### src/rtl/console_uart_tx_pkg.sv
// Shared definitions for the console UART: default addresses, status bit map, serialiser states.
package console_uart_tx_pkg;

  localparam logic [23:0] STDOUT_ADDR_DEF = 24'hFFFFFE;
  localparam logic [23:0] HALT_ADDR_DEF   = 24'hFFFFFF;

  localparam int unsigned STAT_EMPTY     = 0;
  localparam int unsigned STAT_FULL      = 1;
  localparam int unsigned STAT_BUSY      = 2;
  localparam int unsigned STAT_OVF       = 3;
  localparam int unsigned STAT_COUNT_LSB = 8;
  localparam int unsigned STAT_COUNT_MSB = 15;

  typedef enum logic [1:0] {
    TX_IDLE  = 2'd0,
    TX_START = 2'd1,
    TX_DATA  = 2'd2,
    TX_STOP  = 2'd3
  } tx_state_e;

endpackage

### src/rtl/sync_fifo.sv
// Single-clock FIFO with clock enable; a push while full is accepted when a pop happens in the same cycle.
module sync_fifo #(
  parameter int unsigned WIDTH = 8,
  parameter int unsigned DEPTH = 16,
  localparam int unsigned AW   = $clog2(DEPTH)
) (
  input  logic             clk,
  input  logic             rst,
  input  logic             clk_en,
  input  logic             push,
  input  logic             pop,
  input  logic [WIDTH-1:0] din,
  output logic [WIDTH-1:0] dout,
  output logic [AW:0]      count,
  output logic             empty,
  output logic             full
);

  logic [WIDTH-1:0] mem [DEPTH];
  logic [AW-1:0]    wr_ptr;
  logic [AW-1:0]    rd_ptr;
  logic             do_push;
  logic             do_pop;

  assign empty   = (count == '0);
  assign full    = (count == (AW+1)'(DEPTH));
  assign do_pop  = pop && !empty;
  assign do_push = push && (!full || do_pop);
  assign dout    = mem[rd_ptr];

  always_ff @(posedge clk) begin
    if (rst) begin
      wr_ptr <= '0;
      rd_ptr <= '0;
      count  <= '0;
    end else if (clk_en) begin
      if (do_push) wr_ptr <= wr_ptr + AW'(1);
      if (do_pop)  rd_ptr <= rd_ptr + AW'(1);
      case ({do_push, do_pop})
        2'b10:   count <= count + (AW+1)'(1);
        2'b01:   count <= count - (AW+1)'(1);
        default: ;
      endcase
    end
  end

  always_ff @(posedge clk) begin
    if (clk_en && do_push) mem[wr_ptr] <= din;
  end

endmodule

### src/rtl/console_uart_tx.sv
// Memory-mapped console: buffers STDOUT bytes, sends them as 8N1 UART frames, latches a sticky halt request.
module console_uart_tx
  import console_uart_tx_pkg::*;
#(
  parameter int unsigned       ADDR_W      = 24,
  parameter int unsigned       DATA_W      = 32,
  parameter logic [ADDR_W-1:0] STDOUT_ADDR = STDOUT_ADDR_DEF,
  parameter logic [ADDR_W-1:0] HALT_ADDR   = HALT_ADDR_DEF,
  parameter int unsigned       FIFO_DEPTH  = 16,
  parameter int unsigned       CLK_DIV     = 16
) (
  input  logic              i_clk,
  input  logic              i_rst,
  input  logic              i_clk_en,
  input  logic [ADDR_W-1:0] i_addr,
  input  logic              i_wr,
  input  logic              i_rd,
  input  logic [DATA_W-1:0] i_wdata,
  output logic [DATA_W-1:0] o_rdata,
  output logic              o_sel,
  output logic              o_txd,
  output logic              o_halt,
  output logic              o_drained
);

  localparam int unsigned   CW       = $clog2(FIFO_DEPTH) + 1;
  localparam int unsigned   BW       = $clog2(CLK_DIV);
  localparam logic [BW-1:0] BAUD_TOP = BW'(CLK_DIV - 1);

  logic          hit_stdout;
  logic          hit_halt;
  logic          push_req;
  logic          push_drop;
  logic          pop;
  logic          rd_status;
  logic          fifo_empty;
  logic          fifo_full;
  logic [7:0]    fifo_dout;
  logic [CW-1:0] fifo_count;
  logic          wdata_unused;

  tx_state_e     state_q, state_d;
  logic [BW-1:0] baud_q, baud_d;
  logic [2:0]    idx_q, idx_d;
  logic [7:0]    shift_q, shift_d;
  logic          txd_q, txd_d;
  logic          ovf_q;
  logic          halt_q;

  assign hit_stdout   = (i_addr == STDOUT_ADDR);
  assign hit_halt     = (i_addr == HALT_ADDR);
  assign o_sel        = hit_stdout || hit_halt;
  assign push_req     = i_clk_en && i_wr && hit_stdout;
  assign rd_status    = i_rd && hit_stdout;
  assign pop          = i_clk_en && (state_q == TX_IDLE) && !fifo_empty;
  assign push_drop    = push_req && fifo_full && !pop;
  assign wdata_unused = ^i_wdata[DATA_W-1:8];

  sync_fifo #(
    .WIDTH (8),
    .DEPTH (FIFO_DEPTH)
  ) u_fifo (
    .clk    (i_clk),
    .rst    (i_rst),
    .clk_en (i_clk_en),
    .push   (push_req),
    .pop    (pop),
    .din    (i_wdata[7:0]),
    .dout   (fifo_dout),
    .count  (fifo_count),
    .empty  (fifo_empty),
    .full   (fifo_full)
  );

  // txd is derived from the next state so the pin is registered yet goes low on the pop edge.
  always_comb begin
    state_d = state_q;
    baud_d  = baud_q;
    idx_d   = idx_q;
    shift_d = shift_q;
    txd_d   = 1'b1;
    case (state_q)
      TX_IDLE: if (!fifo_empty) begin
        shift_d = fifo_dout;
        baud_d  = BAUD_TOP;
        state_d = TX_START;
      end
      TX_START: if (baud_q == '0) begin
        baud_d  = BAUD_TOP;
        idx_d   = '0;
        state_d = TX_DATA;
      end else begin
        baud_d  = baud_q - BW'(1);
      end
      TX_DATA: if (baud_q == '0) begin
        baud_d  = BAUD_TOP;
        shift_d = {1'b0, shift_q[7:1]};
        idx_d   = idx_q + 3'd1;
        if (idx_q == 3'd7) state_d = TX_STOP;
      end else begin
        baud_d  = baud_q - BW'(1);
      end
      TX_STOP: if (baud_q == '0) begin
        state_d = TX_IDLE;
      end else begin
        baud_d  = baud_q - BW'(1);
      end
      default: state_d = TX_IDLE;
    endcase
    case (state_d)
      TX_START: txd_d = 1'b0;
      TX_DATA:  txd_d = shift_d[0];
      default:  txd_d = 1'b1;
    endcase
  end

  always_ff @(posedge i_clk) begin
    if (i_rst) begin
      state_q <= TX_IDLE;
      baud_q  <= '0;
      idx_q   <= '0;
      shift_q <= '0;
      txd_q   <= 1'b1;
      ovf_q   <= 1'b0;
      halt_q  <= 1'b0;
    end else if (i_clk_en) begin
      state_q <= state_d;
      baud_q  <= baud_d;
      idx_q   <= idx_d;
      shift_q <= shift_d;
      txd_q   <= txd_d;
      if (push_drop)      ovf_q <= 1'b1;
      else if (rd_status) ovf_q <= 1'b0;
      if (i_wr && hit_halt) halt_q <= 1'b1;
    end
  end

  always_comb begin
    o_rdata = '0;
    if (rd_status) begin
      o_rdata[STAT_EMPTY] = fifo_empty;
      o_rdata[STAT_FULL]  = fifo_full;
      o_rdata[STAT_BUSY]  = (state_q != TX_IDLE);
      o_rdata[STAT_OVF]   = ovf_q;
      o_rdata[STAT_COUNT_MSB:STAT_COUNT_LSB] = 8'(fifo_count);
    end
  end

  assign o_txd     = txd_q;
  assign o_halt    = halt_q;
  assign o_drained = halt_q && fifo_empty && (state_q == TX_IDLE);

endmodule

### config.mk
export PLATFORM = sky130hd
export DESIGN_NAME = console_uart_tx
export DESIGN_NICKNAME = d
export VERILOG_FILES = /design/src/rtl/console_uart_tx_pkg.sv /design/src/rtl/sync_fifo.sv /design/src/rtl/console_uart_tx.sv
export SDC_FILE = /design/constraint.sdc
export NUM_CORES = 1
export LEC_CHECK = 0
export CORE_AREA = 2 2 120 122
export DETAILED_ROUTE_END_ITERATION = 10
export DIE_AREA = 0 0 122 124
export GPL_ROUTABILITY_DRIVEN = 0
export PLACE_DENSITY_LB_ADDON = 0.08
export SYNTH_ARGS = -nofsm -noshare
export SYNTH_HDL_FRONTEND = slang
export SYNTH_SLANG_ARGS = --single-unit
### constraint.sdc
create_clock -name i_clk -period 4.4 [get_ports i_clk]
set_input_delay 0.88 -clock i_clk [delete_from_list [all_inputs] [get_ports i_clk]]
set_output_delay 0.88 -clock i_clk [all_outputs]
set_load 0.05 [all_outputs]
==> flow_summary.json <==
{
  "htreeDepth": 4,
  "r2r-end": "u_fifo.count[4]",
  "finalCritPeriodShare_pct": 85.1,
  "cts_tree": "yes",
  "fin_skew_ns": 0.0195,
  "power.density_nw_per_um2": 388,
  "post_cts_buffers": 0,
  "hold_path.class": "flop to flop",
  "start_util_pct": 54.1,
  "synth_compound_area_share_pct": 6.73,
  "period_needed_ns": 3.74,
  "area_growth_pct": 15.7,
  "drt_iter0_drc": 321,
  "cpPeakStageDelay_ns": 0.81,
  "finalSetupViolations": 0,
  "startpoint": "i_addr[22]",
  "cts_resized": 0,
  "seqCellArea_um2": 4590,
  "cpMaxStageDelayCell": "clkdlybuf4s50_1",
  "die_h_um": 124,
  "synthMuxAreaShare_pct": 12.3,
  "first_pass_iters": 5,
  "grt_use_total_pct": 20.9,
  "finalNetCount": 634,
  "r2r_cells": 11,
  "dp_hpwl_um": 9340,
  "vias": 4179,
  "ys_ff_latch": 165,
  "avgViaCountPerCell": 5.58,
  "num_rows": 43,
  "die_x_um": 122,
  "synthDistinctLibCells": 60,
  "io_buffers": 49,
  "synth_area_leaders": "edfxtp_1 52%, dfxtp_1 10%, mux4_2 5.5%, mux4_1 4.6%, ha_1 2.9%",
  "path_cells": "clkdlybuf4s50_1, nand4_1, nor4_1, buf_4, and2_1, clkdlybuf4s50_1",
  "vdd.ir_drop.worst_uv": 338,
  "cp-start-kind": "primary input",
  "hold_buffers": 0,
  "clk_path_buf_depth": 2,
  "rsz0062_at_grt": "false",
  "synth-xor-area-share_pct": 1.06,
  "clk_pin_slew_ns": 0.06,
  "synth_edf_count": 128,
  "hold_viol": 0,
  "fmax_mhz": 267,
  "clkLatencyLatePin_ns": 0.44,
  "post-place-ws_ns": 0.412,
  "synth_area_um2": 7420,
  "yosysMostFrequentCell": "edfxtp_1",
  "status": "completed",
  "postSynthCellCount": 504,
  "end_kind": "primary output",
  "crit_path_frequent_cell": "clkdlybuf4s50_1",
  "num_io_pins": 97,
  "maxCapViolations": 0,
  "grt_max_degree": 35,
  "critPathKind": "primary input to primary output",
  "numCtsBuffers": 17,
  "yosys_warnings": 0,
  "drc_errors": 0,
  "yosysSeqAreaShare_pct": 61.8,
  "cts_sinks": 165,
  "worstMarginPinSlew_ns": 1.11,
  "postSynthAreaPerCell_um2": 14.7,
  "crit_path_end": "o_sel",
  "cts_root_buffer": "clkbuf_16",
  "grt-ovfl-total": 0,
  "netlist.area_leader.share_pct": 51.8,
  "final_max_slew_viol_count": 0,
  "grt_pass1_wl_um": 23000,
  "synth_commonest_cells": "128 x edfxtp_1, 37 x dfxtp_1, 35 x nor2_1",
  "reg2reg_setup_slack_ns": 1.21,
  "multi_input_area_um2": 2490,
  "dieArea_um2": 15100,
  "synth-adder-area-share_pct": 2.87,
  "relSlewSlack_pct": 25.9,
  "r2r-start": "u_fifo.count[1]",
  "wirelength_um": 14500,
  "ant_nets": 0,
  "fin_setup_tns_ns": 0,
  "insertedDiodeCount": 0,
  "critPathMaxFanout": 3,
  "cp.arrival_ns": 2.86,
  "coreArea_um2": 13700,
  "wire_per_inst_um": 19.4,
  "synthArstFlopShare_pct": 0,
  "first_global_vias": 4312,
  "setup_ws_ns": 0.656,
  "antenna_found_initial": 0,
  "yosysTopAreaCell": "edfxtp_1",
  "synthSimpleGateAreaFrac_pct": 9.33,
  "synth_top_family_by_area": "multiplexers",
  "n_fill_cell": 1024,
  "drive_above_1_share_pct": 13.9,
  "hp-start": "idx_q[1]",
  "ys.flop_type": "edfxtp_1",
  "leakagePower_nw": 2.84,
  "cp.required_ns": 3.52
}
placed cells by master (no fill, tap or decap), drive strengths merged, types with 15 or more instances in the layout:
cell type	count
a21oi	20
dfxtp	37
inv	25
conb	23
ha	17
a211oi	15
nor2	35
buf	20
edfxtp	128
clkbuf	18
clkdlybuf4s50	40
mux4	31
how the worst min path moves through the flow:
stage / end / slack, ns / depth (start not counted)
5_1_grt: idx_q[1] / 0.47 / 2
6_report: idx_q[1] / 0.46 / 2
4_1_cts: idx_q[1] / 0.46 / 2
3_3_place_gp: idx_q[2] / 0.44 / 2
2_1_floorplan: idx_q[1] / 0.44 / 2
3_5_place_dp: idx_q[1] / 0.45 / 2
per-layer routing:
metal	vias to the layer above	GRT usage [%]	routed length, um
met5	-	0	0
met4	0	6.18	161
met3	9	5.40	609
met2	86	36.8	7600
met1	2075	25.5	6140
li1	2009	-	-
cell type report:
cell class	count	share of cell area, %
multi-input combinational	293	29.0
tap	180	2.62
clock buffer	18	5.00
inverter	19	0.831
timing repair buffer	60	6.85
sequential	165	53.4
clock inverter	14	2.24
cells by family (layout without fill, tap and decap cells):
group | count (synthesis) | in the layout
and+or+nand+nor | 127 | 127
DFF | 165 | 165
other | 1 | 23
adders and majority gates | 17 | 17
AOI/OAI and AO/OA | 70 | 70
buffers and inverters | 68 | 111
xor gates and xnor gates | 9 | 9
muxes | 47 | 47
registers in the layout, summed over array words and instances, names as in the netlist, 2 cells and up, named ones only:
signal	flops
shift_q	8
idx_q	3
u_fifo.mem	128
u_fifo.wr_ptr	4
state_q	2
u_fifo.count	5
u_fifo.rd_ptr	4
baud_q	4
report_power, final:
| group | switching [mW] | internal [mW] | total (mW) |
|---|---|---|---|
| sequential | 0.000431 | 1.68 | 1.68 |
| combinational | 0.0729 | 0.0318 | 0.105 |
| clock | 0.640 | 0.912 | 1.55 |
stage by stage:
| step | total power [mW] | hold WS (ns) | cell area (um^2) | std cells | util, % |
|---|---|---|---|---|---|
| 6_report | 3.33 | 0.458 | 8580 | 749 | 62.6 |
| 5_1_grt | 3.42 | 0.467 | 8580 | 749 | 62.6 |
| 4_1_cts | 3.36 | 0.461 | 8580 | 749 | 62.6 |
| 3_5_place_dp | 1.82 | 0.452 | 7960 | 717 | 58.0 |
| 3_3_place_gp | 1.81 | 0.443 | 7960 | 717 | 58.0 |
| 2_1_floorplan | 1.78 | 0.436 | 7500 | 526 | - |
critical path: cells and delay by family:
family	cells	cell delay, ns
AND/OR/NAND/NOR	3	0.54
buffers and inverters	3	1.44
No activity file was read; power rests on OpenSTA's default activity.
